--- src/rtl/cmp16_pkg.sv ---
// Shared definitions for the 16-bit comparator byte loader.
//   DATA_W / OPND_W : byte-bus and operand widths
//   op_e            : comparison select encoding carried on in_op
//   state_e         : loader FSM states
package cmp16_pkg;

  localparam int DATA_W = 8;
  localparam int OPND_W = 2 * DATA_W;

  typedef enum logic [1:0] {
    OP_GE = 2'b00,
    OP_GT = 2'b01,
    OP_EQ = 2'b10,
    OP_LT = 2'b11
  } op_e;

  typedef enum logic [2:0] {
    S_A0  = 3'd0,
    S_A1  = 3'd1,
    S_B0  = 3'd2,
    S_B1  = 3'd3,
    S_CMP = 3'd4,
    S_OUT = 3'd5
  } state_e;

endpackage

--- src/rtl/cmp16_core.sv ---
// Combinational magnitude comparator.
//   i_a, i_b : operands (W bits, unsigned)
//   o_eq     : i_a == i_b
//   o_gt     : i_a >  i_b
// Built as a MSB-first priority chain: a bit decides "greater" only while
// every more-significant bit pair has compared equal.
module cmp16_core #(
  parameter int W = 16
) (
  input  logic [W-1:0] i_a,
  input  logic [W-1:0] i_b,
  output logic         o_eq,
  output logic         o_gt
);

  logic [W-1:0] w_bit_eq;
  logic         w_eq_above;
  logic         w_gt;

  assign w_bit_eq = i_a ~^ i_b;

  always_comb begin
    w_eq_above = 1'b1;
    w_gt       = 1'b0;
    for (int i = W - 1; i >= 0; i--) begin
      w_gt       = w_gt | (w_eq_above & i_a[i] & ~i_b[i]);
      w_eq_above = w_eq_above & w_bit_eq[i];
    end
  end

  assign o_eq = w_eq_above;
  assign o_gt = w_gt;

endmodule

--- src/rtl/cmp16_byte_loader.sv ---
// Operand-assembly and result-register stage for the 16-bit comparator.
// Collects A_lo, A_hi, B_lo, B_hi from the byte bus (valid/ready), compares
// the latched operands for one cycle, then holds the result until taken.
//
// Ports:
//   clk, rst_n           clock, async active-low reset
//   in_valid/in_ready    byte-bus handshake, in_data operand byte
//   in_op                comparison select, sampled with A_lo
//   in_signed            (CMP_SIGNED_EN only) signed compare, sampled with A_lo
//   abort                synchronous flush of the current transaction
//   out_valid/out_ready  result handshake
//   resultado            selected comparison outcome
//   eq_flag, gt_flag     A == B, A > B
//
// Build option: define CMP_SIGNED_EN to add the in_signed port and two's
// complement comparison. Without it all comparisons are unsigned.
//
// state | meaning
// S_A0  | waiting for A[7:0] (and in_op)
// S_A1  | waiting for A[15:8]
// S_B0  | waiting for B[7:0]
// S_B1  | waiting for B[15:8]
// S_CMP | comparator evaluates latched operands, result registered
// S_OUT | result held on outputs until out_ready
module cmp16_byte_loader #(
  parameter int DATA_W = cmp16_pkg::DATA_W,
  parameter int OPND_W = cmp16_pkg::OPND_W
) (
  input  logic              clk,
  input  logic              rst_n,
  input  logic              in_valid,
  output logic              in_ready,
  input  logic [DATA_W-1:0] in_data,
  input  logic [1:0]        in_op,
`ifdef CMP_SIGNED_EN
  input  logic              in_signed,
`endif
  input  logic              abort,
  output logic              out_valid,
  input  logic              out_ready,
  output logic              resultado,
  output logic              eq_flag,
  output logic              gt_flag
);

  import cmp16_pkg::*;

  state_e            r_state;
  state_e            w_state_nxt;
  logic [OPND_W-1:0] r_a;
  logic [OPND_W-1:0] r_b;
  op_e               r_op;
  logic              r_res;
  logic              r_eq;
  logic              r_gt;

  logic              w_in_ready;
  logic              w_accept;
  logic              w_sign_sel;
  logic [OPND_W-1:0] w_a_cmp;
  logic [OPND_W-1:0] w_b_cmp;
  logic              w_eq;
  logic              w_gt;
  logic              w_res;

`ifdef CMP_SIGNED_EN
  logic r_signed;
  assign w_sign_sel = r_signed;
`else
  assign w_sign_sel = 1'b0;
`endif

  assign w_in_ready = (r_state == S_A0) || (r_state == S_A1) ||
                      (r_state == S_B0) || (r_state == S_B1);
  // A byte offered alongside abort is dropped.
  assign w_accept   = in_valid & w_in_ready & ~abort;

  always_ff @(posedge clk or negedge rst_n) begin
    if (!rst_n) begin
      r_state <= S_A0;
    end else begin
      r_state <= w_state_nxt;
    end
  end

  always_comb begin
    w_state_nxt = r_state;
    case (r_state)
      S_A0:    if (w_accept) w_state_nxt = S_A1;
      S_A1:    if (w_accept) w_state_nxt = S_B0;
      S_B0:    if (w_accept) w_state_nxt = S_B1;
      S_B1:    if (w_accept) w_state_nxt = S_CMP;
      S_CMP:   w_state_nxt = S_OUT;
      S_OUT:   if (out_ready) w_state_nxt = S_A0;
      default: w_state_nxt = S_A0;
    endcase
    if (abort) begin
      w_state_nxt = S_A0;
    end
  end

  // Operand byte registers; loaded only on a handshake so undriven in_data
  // never reaches them.
  always_ff @(posedge clk or negedge rst_n) begin
    if (!rst_n) begin
      r_a      <= '0;
      r_b      <= '0;
      r_op     <= OP_GE;
`ifdef CMP_SIGNED_EN
      r_signed <= 1'b0;
`endif
    end else if (abort) begin
      r_a      <= '0;
      r_b      <= '0;
      r_op     <= OP_GE;
`ifdef CMP_SIGNED_EN
      r_signed <= 1'b0;
`endif
    end else if (w_accept) begin
      case (r_state)
        S_A0: begin
          r_a[DATA_W-1:0] <= in_data;
          r_op            <= op_e'(in_op);
`ifdef CMP_SIGNED_EN
          r_signed        <= in_signed;
`endif
        end
        S_A1:    r_a[OPND_W-1:DATA_W] <= in_data;
        S_B0:    r_b[DATA_W-1:0]      <= in_data;
        S_B1:    r_b[OPND_W-1:DATA_W] <= in_data;
        default: ;
      endcase
    end
  end

  // Flipping both sign bits maps two's complement order onto unsigned order;
  // equality is unchanged by the flip.
  assign w_a_cmp = {r_a[OPND_W-1] ^ w_sign_sel, r_a[OPND_W-2:0]};
  assign w_b_cmp = {r_b[OPND_W-1] ^ w_sign_sel, r_b[OPND_W-2:0]};

  cmp16_core #(
    .W (OPND_W)
  ) u_core (
    .i_a  (w_a_cmp),
    .i_b  (w_b_cmp),
    .o_eq (w_eq),
    .o_gt (w_gt)
  );

  always_comb begin
    w_res = 1'b0;
    case (r_op)
      OP_GE:   w_res = w_gt | w_eq;
      OP_GT:   w_res = w_gt;
      OP_EQ:   w_res = w_eq;
      OP_LT:   w_res = ~(w_gt | w_eq);
      default: w_res = 1'b0;
    endcase
  end

  always_ff @(posedge clk or negedge rst_n) begin
    if (!rst_n) begin
      r_res <= 1'b0;
      r_eq  <= 1'b0;
      r_gt  <= 1'b0;
    end else if (abort) begin
      r_res <= 1'b0;
      r_eq  <= 1'b0;
      r_gt  <= 1'b0;
    end else if (r_state == S_CMP) begin
      r_res <= w_res;
      r_eq  <= w_eq;
      r_gt  <= w_gt;
    end
  end

  assign in_ready  = w_in_ready;
  assign out_valid = (r_state == S_OUT);
  assign resultado = r_res;
  assign eq_flag   = r_eq;
  assign gt_flag   = r_gt;

endmodule

--- config.mk ---
export PLATFORM = sky130hd
export DESIGN_NAME = cmp16_byte_loader
export DESIGN_NICKNAME = d
export VERILOG_FILES = /design/src/rtl/cmp16_pkg.sv /design/src/rtl/cmp16_core.sv /design/src/rtl/cmp16_byte_loader.sv
export SDC_FILE = /design/constraint.sdc
export NUM_CORES = 1
export LEC_CHECK = 0
export ABC_AREA = 1
export BUFFER_PORTS_ARGS = -buffer_cell sky130_fd_sc_hd__buf_4
export CORE_MARGIN = 8
export CORE_UTILIZATION = 54
export DETAILED_ROUTE_END_ITERATION = 6
export PLACE_DENSITY = 0.73
export SYNTH_ARGS = -nofsm -noshare
export SYNTH_HDL_FRONTEND = slang
export SYNTH_SLANG_ARGS = --single-unit
--- constraint.sdc ---
create_clock -name clk -period 2 [get_ports clk]
set_clock_uncertainty 0.05 [all_clocks]
set_input_delay 0.6 -clock clk [delete_from_list [all_inputs] [get_ports clk]]
set_output_delay 0.6 -clock clk [all_outputs]
set_load 0.05 [all_outputs]
# Yosys cells after proc, flatten, opt, wreduce, memory -nomap -nowiden
# Index checks and enable logic that the tools add are counted.
totals:
  reg_bits: 40
  inputBits: 15
  wordCells: 146
classes:
  n_eq_ne: 13
  n_mux: 25
  bitwise: 83
  reduce_logical: 16
op_table:
  columns: ["op", "count"]
  rows:
  - ["$mux W16", 4]
  - ["$and A1 B1 Y1", 48]
  - ["$mux W8", 4]
  - ["$mux W3", 6]
  - ["$not A1 Y1", 18]
  - ["$pmux W3 S6", 1]
  - ["$or A1 B1 Y1", 16]
  - ["$xnor A16 B16 Y16", 1]
  - ["$ne A3 B3 Y1 const B", 4]
  - ["$reduce_bool A2 Y1", 6]
  - ["$reduce_and A2 Y1", 4]
  - ["$eq A3 B2 Y1 const B", 2]
  - ["$eq A3 B3 Y1 const B", 2]
  - ["$mux W1", 6]
  - ["$mux W2", 3]
  - ["$reduce_and A5 Y1", 1]
  - ["$eq A2 B2 Y1 const B", 2]
  - ["$pmux W1 S4", 1]
  - ["$eq A3 B1 Y1 const B", 1]
  - ["$logic_not A3 Y1", 1]
  - ["$logic_or A1 B1 Y1", 3]
  - ["$ne A3 B2 Y1 const B", 1]
  - ["$eq A2 B1 Y1 const B", 1]
  - ["$logic_not A2 Y1", 1]

# Logic depth before layout (Yosys ltp)
# Gate-level depths: netlist (run 1).
depth:
  depth_word: 23
  depth_mapped: 17
  depth_no_buf: 17

# By module
# A second synthesis (run 1) with hierarchy kept.
unflattened:
  hier_cells: 329
  area_unflattened_um2: 2348.5
by_module_without_submodules:
  columns: ["mod", "instances", "cells_per_inst", "area_per_inst_um2"]
  rows:
  - ["cmp16_byte_loader", 1, 220, 1849.3]
  - ["cmp16_core", 1, 109, 499.2]

# Least setup slack after synthesis (run 1)
# Ideal clock, no wire load.
synth_path:
  path_type: "reg-to-output"
  start: "register r_state[2]"
  end: "output port out_valid"
  arrival_time_ns: 1.800
  required_ns: 1.350
  slack_ns: -0.450
  stages_incl_launch_ff: 3
  path_buffers: 0
  path_cell_list: "dfrtp_1 > inv_1 > nor3_1"
synth_between:
  elab_chain_cells: 1
synth_lines:
  columns: ["element", "line_no", "source"]
  rows:
  - ["start, declared", "cmp16_byte_loader.sv:48", "state_e r_state;"]
  - ["start signal, assigned", "cmp16_byte_loader.sv:82", "r_state <= w_state_nxt;"]
  - ["$eq A3 B3 Y1", "cmp16_byte_loader.sv:178", "assign out_valid = (r_state == S_OUT);"]
  - ["end, declared", "cmp16_byte_loader.sv:39", "output logic out_valid,"]
# Every way passes these cells.

# Worst setup path after layout (run 1)
layout_path:
  start: "register r_a[15]"
  end: "register r_res, in the netlist resultado"
layout_between:
  elab_chain_cells: 23
layout_lines:
  columns: ["element", "line_no", "source"]
  rows:
  - ["start, declared", "cmp16_byte_loader.sv:50", "logic [OPND_W-1:0] r_a;"]
  - ["start signal, assigned by index", "cmp16_byte_loader.sv:122", "r_a[DATA_W-1:0] <= in_data;"]
  - ["start signal, assigned by index", "cmp16_byte_loader.sv:128", "S_A1: r_a[OPND_W-1:DATA_W] <= in_data;"]
  - ["$xnor A16 B16 Y16", "cmp16_core.sv:20", "assign w_bit_eq = i_a ~^ i_b;"]
  - ["$and A1 B1 Y1, on equally long branches (2 in series)", "cmp16_core.sv:26, cmp16_core.sv:27", null]
  - ["$or A1 B1 Y1 (tied with other cells) (12 in series)", "cmp16_core.sv:26", "w_gt = w_gt | (w_eq_above & i_a[i] & ~i_b[i]);"]
  - ["$or A1 B1 Y1 / $and A1 B1 Y1 (equally long branches) (2 in series)", "cmp16_core.sv:26", null]
  - ["$or A1 B1 Y1", "cmp16_core.sv:26", null]
  - ["$or A1 B1 Y1", "cmp16_byte_loader.sv:153, cmp16_byte_loader.sv:156", null]
  - ["$not A1 Y1", "cmp16_byte_loader.sv:156", "OP_LT: w_res = ~(w_gt | w_eq);"]
  - ["$pmux W1 S4 (*)", "cmp16_byte_loader.sv:152", "case (r_op)"]
  - ["$mux W1 (*)", "cmp16_byte_loader.sv:170", "end else if (r_state == S_CMP) begin"]
  - ["$mux W1 (*)", "cmp16_byte_loader.sv:166", "end else if (abort) begin"]
  - ["end signal, assigned", "cmp16_byte_loader.sv:171", "r_res <= w_res;"]
  - ["end, declared", "cmp16_byte_loader.sv:53", "logic r_res;"]
# Every way passes the cells marked *; elsewhere a longest branch is shown, timed or not. The select of a mux whose other input is x is not followed.
# A chain may end at the register's enable or synchronous reset.

==> flow_summary.ini, run 1 <==
[logic_synthesis]
synth.yosys.warnings = 0
synthesis.area_um2 = 2140
synth.ff_latch_count = 40
yosys.area.top_type_share_pct = 46.8
synth-edff-count = 0
postSynthCellCount = 291
netlist.top_cell.by_area = dfrtp_1
synth_fp_nets = 307
post_synth.cell_area_avg_um2 = 7.36
synth_sequential_area_ratio_pct = 46.8
async_flop_share_pct = 100
synth_cell_type_count = 28
synth.area.top_cells = dfrtp_1 47%, nand2_1 16%, inv_1 9.1%, o21ai_0 7.9%, nor2_1 5.4%
synthFlopType = dfrtp_1

[critical_path]
worstReg2RegStart = r_a[15]$_DFFE_PN0P_
rr_worst_depth = 12
maximum_fanout_along_the_worst_path = 4
r2r_setup_slack_ps = 130
worstSetupStartpointType = flop
timing.critical_path.cells = ha_4 -> nand3_2 -> nor2_4 -> nand2_2 -> nor2_4 -> nand4_4 -> nor2_4 -> nor2_1 -> nand3_1 -> nand3_1 -> nand2_1 -> nand2_1
worst_path_max_delay_cell = dfrtp_1
worst_ep_arrival_time_ps = 2000
crit_path_frequent_cell = nor2_4
critPathRequiredTime_ps = 2130
rr_endpoint = resultado$_DFFE_PN0P_
kind_of_end_point_of_the_critical_path = flop
critPathMaxStageDelay_ps = 410
critPathKind = flop to flop

[place]
port-buffer-count = 19
gp_congestion = 0.828
place_worst_setup_slack_ps = 109
dp.cells = 359
dp_hpwl_um = 3350

[cells_and_area]
final.fill_count = 350
most_common_cell_after_layout_fill_and_taps_aside = nand2_1
area_delta_synth_final_pct = 18.3
post_route_cells_drive_above_1_share_pct = 17.0
postLayoutCoreUtil_pct = 64.7
mostFrequentLayoutCells = 89 x nand2_1, 52 x inv_1, 40 x dfrtp_1
area.sequential_um2 = 1000
antenna_cells = 0
multi_input_comb_area_um2 = 963
nets = 333
layoutNonFillerInstCount = 368

[timing]
max_clock_freq_mhz = 535
timing_worst_slew_pin_value_ps = 503
max-slew-margin-rel_pct = 66.4
final-hold-violation-count = 0
layout_min_cycle_time_ps = 1870
grt_setup_unrepaired = no
setup_total_negative_slack_ps = 0
final_setup_violations = 0
post-route-worst-setup-slack_ps = 131
post-route-period-util_pct = 93.4
final_max_slew_viol_count = 0

[cts]
cts.hold.buffers_added = 0
cts_buffers = 5
clkSinkCount = 40
ctsRootBufferMaster = clkbuf_8
clk_transition_reported_paths_ps = 80
clock_tree.buffer_depth = 2
htree_depth = 2
cts_tree = built
clk_latency_ps = 290

[detailed_routing]
drt_first_iter_violations = 70
drt_pre_antenna_iters = 4
routed_wire_length_per_instance_um = 12.3
drt-total-wl_um = 4540
vias = 1852
route.antenna.remaining_nets = 0
avgViaCountPerCell = 5.03
remaining_drcs = 0

[floorplanning]
die_area_um2 = 6240
rows = 23
core-area_um2 = 3910
start_util_pct = 54.7
fp.dieW_um = 79.0
die-height_um = 79.0
ioPinCount = 20

[power_and_ir_drop]
total_leakage_power_nw = 1.34
peakVddDrop_mv = 0.568
power-per-cell-area_nw_per_um2 = 873

[grt]
grt_use_total_pct = 15.9
grt_pass1_vias = 1852
maximum_number_of_pins_on_one_net_before_global_route_repair = 41
grt_first_pass_wirelength_um = 7930
antenna_found_initial = 0
grt.overflow.total = 0

[outcome]
run_status = complete, no violations

[run]
timing.max_cap.violations = 0

[min_path]
hold_path.class = input pin to asynchronous set/reset pin
==> how the worst max path moves through the flow <==
stage / from / endpoint / slack (ps) / depth (start not counted)
after floorplan: r_state[2]$_DFFE_PN0P_ / out_valid / 3 / 2
after global placement: r_a[15]$_DFFE_PN0P_ / resultado$_DFFE_PN0P_ / 200 / 12
after detailed placement: r_a[15]$_DFFE_PN0P_ / resultado$_DFFE_PN0P_ / 110 / 12
after CTS: r_a[15]$_DFFE_PN0P_ / resultado$_DFFE_PN0P_ / 50 / 12
after global routing: r_a[15]$_DFFE_PN0P_ / resultado$_DFFE_PN0P_ / 0.8 / 12
final: r_a[15]$_DFFE_PN0P_ / resultado$_DFFE_PN0P_ / 130 / 12
==> layout make-up <==
type	count	share of cell area, %
sequential	40	39.5
multi-input combinational	193	38.0
inverter	53	7.86
timing repair buffer	24	7.11
clock buffer	7	3.80
tap	50	2.47
clock inverter	1	1.19
==> repair_timing <==
action,in CTS,in global routing
buffers inserted,0,1
resized for setup,0,5
endpoints found under the setup margin,0,1
==> report_power, final <==
group          total, W  switching [W]  internal (W)  leakage [nW]
clock network  0.000713       0.000273      0.000440        0.0645
logic          0.000545       0.000346      0.000199         0.751
registers      0.000952      0.0000547      0.000897         0.523
total           0.00221       0.000673       0.00154          1.34
==> metal layers <==
layer / GRT usage, % / up-vias / share of wire, %
li1: - / 946 / -
met1: 18.3 / 859 / 44
met2: 27.5 / 37 / 50
met3: 3.05 / 10 / 3.6
met4: 7.96 / 0 / 2.9
met5: 0 / - / 0
==> flip-flops by register name (all words and copies together), names as in the netlist <==
name / count
eq_flag: 1
gt_flag: 1
r_a: 16
r_b: 16
r_op: 2
r_state: 3
resultado: 1
==> critical path: cells and delay by family (launching register included) <==
| kind | cells | cell delay [ps] |
|---|---|---|
| DFF | 1 | 410 |
| and+or+nand+nor | 11 | 1010 |
| adders and majority gates | 1 | 280 |
==> Yosys cell counts (2+ instances only) <==
| cell | number |
|---|---|
| inv_1 | 52 |
| a22o_1 | 2 |
| o21ai_0 | 34 |
| o21ai_1 | 2 |
| nor3_1 | 2 |
| dfrtp_1 | 40 |
| nor2_2 | 3 |
| nor2_1 | 31 |
| mux2_2 | 5 |
| clkbuf_1 | 4 |
| nand3_1 | 6 |
| nand3_2 | 3 |
| nand4_1 | 2 |
| nand2_2 | 3 |
| nand2_1 | 89 |
==> per-stage QoR <==
stage | hold WS, ps | total power (W) | cell area, um^2
6_report | 232 | 0.00221 | 2530
2_1_floorplan | 254 | 0.00134 | 2150
3_3_place_gp | 426 | 0.00147 | 2360
4_1_cts | 243 | 0.00220 | 2490
5_1_grt | 267 | 0.00235 | 2530
3_5_place_dp | 431 | 0.00149 | 2360
==> cell families (layout without fill, tap and decap cells) <==
family                     after synthesis  in the layout  share of synthesized area, %
AOI/OAI and AO/OA                       43             43                          10.9
DFF                                     40             40                          46.8
buffers and inverters                   58             85                          10.2
and+or+nand+nor                        143            143                          28.5
xor gates and xnor gates                 1              1                         0.409
muxes                                    5              5                          2.63
adders and majority gates                1              1                         0.584
(Power assumes the default switching activity.)
==> run 2, diff against run 1 <==
--- a/config.mk
+++ b/config.mk
@@ -5,12 +5,11 @@
 export SDC_FILE = /design/constraint.sdc
 export NUM_CORES = 1
 export LEC_CHECK = 0
-export ABC_AREA = 1
 export BUFFER_PORTS_ARGS = -buffer_cell sky130_fd_sc_hd__buf_4
 export CORE_MARGIN = 8
-export CORE_UTILIZATION = 54
+export CORE_UTILIZATION = 53
 export DETAILED_ROUTE_END_ITERATION = 6
-export PLACE_DENSITY = 0.73
+export PLACE_DENSITY = 0.74
 export SYNTH_ARGS = -nofsm -noshare
 export SYNTH_HDL_FRONTEND = slang
 export SYNTH_SLANG_ARGS = --single-unit
==> constraint.sdc (replaced) <==
create_clock -name clk -period 1.7 [get_ports clk]
set_clock_uncertainty 0.05 [all_clocks]
set_input_delay 0.51 -clock clk [delete_from_list [all_inputs] [get_ports clk]]
set_output_delay 0.51 -clock clk [all_outputs]
set_load 0.05 [all_outputs]
==> run 2 against run 1 <==
  * The flow now finishes with violations (negative setup slack)
  * Non-clock buffer count grew 33
  * Flip-flop and latch count unchanged
  * First-iteration DRC count rose by 130%
  * Sequential power rose by 6%
  * Cell count fell by 3.8%
  * Worst hold slack worse by 110 ps
  * Synthesized cell count fell by 13%
==> flow_summary.ini, run 2 <==
[logic_synthesis]
synth-edff-count = 0
synth.yosys.warnings = 0
synth.ff_latch_count = 40
synth.area.top_cells = dfrtp_1 48%, nand2_1 14%, a21oi_1 9.8%, xor2_1 3.8%, nor2b_1 2.4%
synth_sequential_area_ratio_pct = 47.6
netlist.top_cell.by_area = dfrtp_1
post_synth.cell_area_avg_um2 = 8.34
synth_most_common_cell = nand2_1
synthesis.area_um2 = 2100
synth_cell_type_count = 39
yosys.area.top_type_share_pct = 47.6
postSynthCellCount = 252
async_flop_share_pct = 100
synth_fp_nets = 268
synthFlopType = dfrtp_1
yosys-top-cells-count = 77 x nand2_1, 41 x a21oi_1, 40 x dfrtp_1, 12 x clkbuf_1, 11 x inv_1

[floorplanning]
rows = 23
start_util_pct = 53.7
die_area_um2 = 6240
die-height_um = 79.0
fp.dieW_um = 79.0
core-area_um2 = 3910
ioPinCount = 20

[detailed_routing]
remaining_drcs = 0
drt_first_iter_violations = 158
drt_pre_antenna_iters = 6
routed_wire_length_per_instance_um = 14.7
drt-total-wl_um = 5220
vias = 1901
route.antenna.remaining_nets = 0
avgViaCountPerCell = 5.37

[timing]
final_setup_violations = 4
max_clock_freq_mhz = 507
post-route-period-util_pct = 116
grt_setup_unrepaired = yes
layout_min_cycle_time_ps = 1970
max-slew-margin-rel_pct = 66.1
timing_worst_slew_pin_value_ps = 509
post-route-worst-setup-slack_ps = -272
final_max_slew_viol_count = 0
final-hold-violation-count = 0

[cells_and_area]
most_common_cell_after_layout_fill_and_taps_aside = nand2_1
mostFrequentLayoutCells = 77 x nand2_1, 52 x buf_4, 41 x a21oi_1
reg_top3 = r_a x16, r_b x16, r_state x3
nets = 319
post_route_cells_drive_above_1_share_pct = 27.0
antenna_cells = 0
area_delta_synth_final_pct = 29.9
postLayoutCoreUtil_pct = 69.8

[grt]
grt_use_total_pct = 17.7
grt.overflow.total = 0
maximum_number_of_pins_on_one_net_before_global_route_repair = 43
grt_first_pass_wirelength_um = 8750
grt_pass1_vias = 1900
antenna_found_initial = 0

[place]
gp_congestion = 0.848
port-buffer-count = 19
dp_hpwl_um = 3630
place_worst_setup_slack_ps = -317

[power_and_ir_drop]
peakVddDrop_mv = 0.524
power-per-cell-area_nw_per_um2 = 782
total_leakage_power_nw = 1.25

[critical_path]
worst_path_max_delay_cell = dfrtp_1
maximum_fanout_along_the_worst_path = 3
critPathRequiredTime_ps = 1810
kind_of_end_point_of_the_critical_path = flop
worst_ep_arrival_time_ps = 2080
critPathKind = flop to flop
worstSetupStartpointType = flop
timing.critical_path.cells = xor2_1 -> nor4_2 -> nand4_1 -> nor4b_4 -> or4_1 -> o31a_1 -> o41ai_1
critPathMaxStageDelay_ps = 400

[cts]
clkSinkCount = 40
clk_transition_reported_paths_ps = 80
cts_tree = built
cts.hold.buffers_added = 0
clk_latency_ps = 300
ctsRootBufferMaster = clkbuf_8
htree_depth = 2
cts_buffers = 5
clock_tree.buffer_depth = 2

[run]
timing.max_cap.violations = 0

[outcome]
run_status = finished with violations
failing_checks = negative setup slack

[min_path]
hold_path.class = input pin to asynchronous set/reset pin
[run 2: cell types whose count changed after synthesis, moves of 5 or more]
cell / change
nand2b_1: +5
o21ai_0: -34
nand2_1: -12
mux2_2: -5
clkbuf_1: +8
nor2b_1: +8
inv_1: -41
a21oi_1: +40
nor2_1: -29
xor2_1: +9
[run 2: cell type report]
| cell class | count | area [um^2] |
|---|---|---|
| flip-flops and latches | 40 | 1000 |
| inverters | 13 | 48.8 |
| clock buffers | 6 | 82.6 |
| multi-input cells | 186 | 1060 |
| well taps | 50 | 62.6 |
| clock inverters | 2 | 15.0 |
| repair buffers | 57 | 459 |
| fillers | 327 | 1180 |
[run 2: metrics by stage]
| stage | area (um^2) | TNS, ps | total power, W | hold WS (ps) | instances |
|---|---|---|---|---|---|
| after detailed placement | 2530 | -941 | 0.00143 | 425 | 342 |
| final | 2730 | -738 | 0.00213 | 125 | 354 |
| after floorplan | 2100 | -126 | 0.00125 | 164 | 252 |
| after global routing | 2730 | -1300 | 0.00223 | 164 | 354 |
| after global placement | 2530 | -627 | 0.00142 | 433 | 342 |
| after CTS | 2710 | -818 | 0.00213 | 141 | 353 |
[run 2: kinds of logic after synthesis]
| family | synth area share, % |
|---|---|
| buffers and inverters | 4.64 |
| adders and majority gates | 2.68 |
| xor gates and xnor gates | 5.42 |
| DFF | 47.6 |
| AOI/OAI and AO/OA | 15.5 |
| and+or+nand+nor | 24.1 |
[run 2: final timing paths]
check	startpoint	to	slack (ps)	cells after the start
hold reg to reg	r_op[1]$_DFFE_PN0P_	resultado$_DFFE_PN0P_	440	1
max in group asynchronous	rst_n	r_a[5]$_DFFE_PN0P_	1120	1
min in group clk	in_op[1]	r_op[1]$_DFFE_PN0P_	400	3
hold / removal	rst_n	r_state[1]$_DFFE_PN0P_	130	1
setup / recovery	r_b[10]$_DFFE_PN0P_	resultado$_DFFE_PN0P_	-270	7
setup reg to reg	r_b[10]$_DFFE_PN0P_	resultado$_DFFE_PN0P_	-270	7
[run 2: metal layers]
layer  global-route usage, %  wire length [um]  up-vias
li1                        -                 -      936
met1                    21.9              2270      920
met2                    28.5              2640       39
met3                    4.06               226        6
met4                    8.33                88        0
met5                       0                 0        -
[run 2: report_power, final]
| group | leakage, nW | internal, W | switching [W] |
|---|---|---|---|
| sequential | 0.550 | 0.000986 | 0.0000287 |
| clock | 0.0434 | 0.000329 | 0.000352 |
| combinational | 0.658 | 0.000208 | 0.000231 |
| total | 1.25 | 0.00152 | 0.000612 |
[run 2: worst max-delay path: cells and delay by family (launching register included)]
family	cells	cell delay, ps
simple gates	4	1020
compound gates	2	190
xor+xnor	1	180
flops	1	400
[run 2: what timing repair did]
item | 4_1_cts | 5_1_grt
endpoints found under the setup margin | 5 | 25
buffers inserted | 3 | 1
pin swaps | 5 | 2
resized for setup | 11 | 6
gates cloned | 0 | 0
==> run 3, diff against run 2 <==
--- a/config.mk
+++ b/config.mk
@@ -6,10 +6,11 @@
 export NUM_CORES = 1
 export LEC_CHECK = 0
 export BUFFER_PORTS_ARGS = -buffer_cell sky130_fd_sc_hd__buf_4
+export CAP_MARGIN = 10
 export CORE_MARGIN = 8
-export CORE_UTILIZATION = 53
+export CORE_UTILIZATION = 54
 export DETAILED_ROUTE_END_ITERATION = 6
-export PLACE_DENSITY = 0.74
+export PLACE_DENSITY = 0.73
 export SYNTH_ARGS = -nofsm -noshare
 export SYNTH_HDL_FRONTEND = slang
 export SYNTH_SLANG_ARGS = --single-unit
==> constraint.sdc (replaced) <==
create_clock -name clk -period 1.9 [get_ports clk]
set_clock_uncertainty 0.05 [all_clocks]
set_input_delay 0.57 -clock clk [delete_from_list [all_inputs] [get_ports clk]]
set_output_delay 0.57 -clock clk [all_outputs]
set_load 0.05 [all_outputs]
==> run 3 against run 2 <==
  * The flow still finishes with violations (negative setup slack)
  * Sequential share of layout area up 2.9 points
  * Final area down 7.1%
  * Clock power down 16%
  * Setup slack better by 250 ps
  * Non-clock buffer count down 18
  * Maximum frequency up 2.6%
  * Cell count down 5.6%
  * Utilization down 1.5 points
  * Critical path type unchanged
  * Largest power group unchanged
==> flow_summary.ini, run 3 (same netlist as run 2, synthesis figures left out) <==
[cts]
cts_tree = built
clk_latency_ps = 290
clock_tree.buffer_depth = 2
ctsRootBufferMaster = clkbuf_8
htree_depth = 2
clkSinkCount = 40
cts_buffers = 5
clk_transition_reported_paths_ps = 70

[place]
dp_hpwl_um = 3430
dp.cells = 321
port-buffer-count = 19
gp_congestion = 0.819
dpl_cell_area_um2 = 2380
place_worst_setup_slack_ps = -80.1

[critical_path]
critPathKind = flop to flop
rr_endpoint = resultado$_DFFE_PN0P_
worstReg2RegStart = r_b[15]$_DFFE_PN0P_
kind_of_end_point_of_the_critical_path = flop
critPathRequiredTime_ps = 2040
worst_ep_arrival_time_ps = 2060
maximum_fanout_along_the_worst_path = 2
r2r_setup_slack_ps = -20
worstSetupStartpointType = flop
rr_worst_depth = 8

[timing]
final-hold-violation-count = 0
timing_worst_slew_pin_value_ps = 509
post-route-period-util_pct = 101
max_clock_freq_mhz = 520
hold-worst-slack_ps = 195
max-slew-margin-rel_pct = 66.1
grt_setup_unrepaired = yes
post-route-worst-setup-slack_ps = -21.6
final_setup_violations = 2
final_max_slew_viol_count = 0
layout_min_cycle_time_ps = 1920

[detailed_routing]
remaining_drcs = 0
drt_first_iter_violations = 144
drt-total-wl_um = 4890
routed_wire_length_per_instance_um = 14.6
vias = 1815
avgViaCountPerCell = 5.43
route.antenna.remaining_nets = 0
drt_pre_antenna_iters = 4

[cells_and_area]
antenna_cells = 0
design_area_um2 = 2540
area_delta_synth_final_pct = 20.7
reg_top3 = r_a x16, r_b x16, r_state x3
nets = 301
post_route_cells_drive_above_1_share_pct = 20.3
most_common_cell_after_layout_fill_and_taps_aside = nand2_1
mostFrequentLayoutCells = 77 x nand2_1, 41 x a21oi_1, 38 x dfrtp_1
layoutNonFillerInstCount = 334

[grt]
grt_first_pass_wirelength_um = 8090
antenna_found_initial = 0
grt_pass1_vias = 1762
grt.overflow.total = 0
maximum_number_of_pins_on_one_net_before_global_route_repair = 43
grt_use_total_pct = 16.5

[floorplanning]
die-height_um = 78.4
rows = 22
core-area_um2 = 3720
start_util_pct = 56.6
ioPinCount = 20
fp.dieW_um = 78.4
die_area_um2 = 6140

[run]
timing.max_cap.violations = 0

[min_path]
hold_path.class = input pin to asynchronous set/reset pin

[outcome]
failing_checks = negative setup slack
run_status = finished with violations

[power_and_ir_drop]
peakVddDrop_mv = 0.459
total_leakage_power_nw = 1.14
power-per-cell-area_nw_per_um2 = 721
run 3: cell types whose count changed in the layout (fill, tap and decap cells not counted), sizes merged:
cell / previous run / this run
buf: 57 / 39
clkbuf: 6 / 8
clkinvlp: 2 / 0
run 3: stage by stage:
stage | total power (W) | setup TNS (ps) | utilization [%]
final | 0.00183 | -24.6 | 68.2
after floorplan | 0.00112 | 0 | -
after CTS | 0.00183 | -43.9 | 67.2
after global placement | 0.00124 | -53.6 | 64.1
after global routing | 0.00192 | -465 | 68.2
after detailed placement | 0.00125 | -91.5 | 64.1
run 3: worst max path at each step:
stage | startpoint | endpoint | slack, ps
6_report | r_b[15]$_DFFE_PN0P_ | resultado$_DFFE_PN0P_ | -20
3_3_place_gp | r_a[11]$_DFFE_PN0P_ | resultado$_DFFE_PN0P_ | -40
5_1_grt | r_b[10]$_DFFE_PN0P_ | resultado$_DFFE_PN0P_ | -210
3_5_place_dp | r_a[15]$_DFFE_PN0P_ | resultado$_DFFE_PN0P_ | -80
2_1_floorplan | r_a[15]$_DFFE_PN0P_ | resultado$_DFFE_PN0P_ | 20
4_1_cts | r_b[15]$_DFFE_PN0P_ | resultado$_DFFE_PN0P_ | -30
run 3: layer usage:
layer  part of all wire [%]  track usage [%]  up-vias
met5                      0                0        -
met1                     43             20.8      871
li1                       -                -      899
met3                    6.7             4.33        3
met4                   0.88             5.00        0
met2                     49             27.2       42
run 3: layout make-up:
class	instances	area (um^2)
clock buffers	8	90.1
flip-flops and latches	40	1000
repair buffers	39	313
inverters	13	48.8
well taps	48	60.1
fillers	308	1180
multi-input cells	186	1020
run 3: worst max-delay path, stage by stage, from the launching register on:
cell     delay, ps
dfrtp_1        350
inv_1           50
ha_1           300
and3_4         160
nand4_1        110
nor4b_2         70
or4_1          390
o31a_1         290
o41ai_1         60
run 3: report_power, final:
part	leakage, nW	internal (W)	switching [W]
combinational	0.547	0.000157	0.000179
clock	0.0455	0.000296	0.000279
sequential	0.547	0.000883	0.0000336
total	1.14	0.00134	0.000491
run 3: what timing repair did:
item	in CTS	in global routing
resized for setup	6	2
cloned	0	0
pin swaps	8	3
hold buffers	0	0
setup endpoints to repair	4	4
buffers inserted	1	4
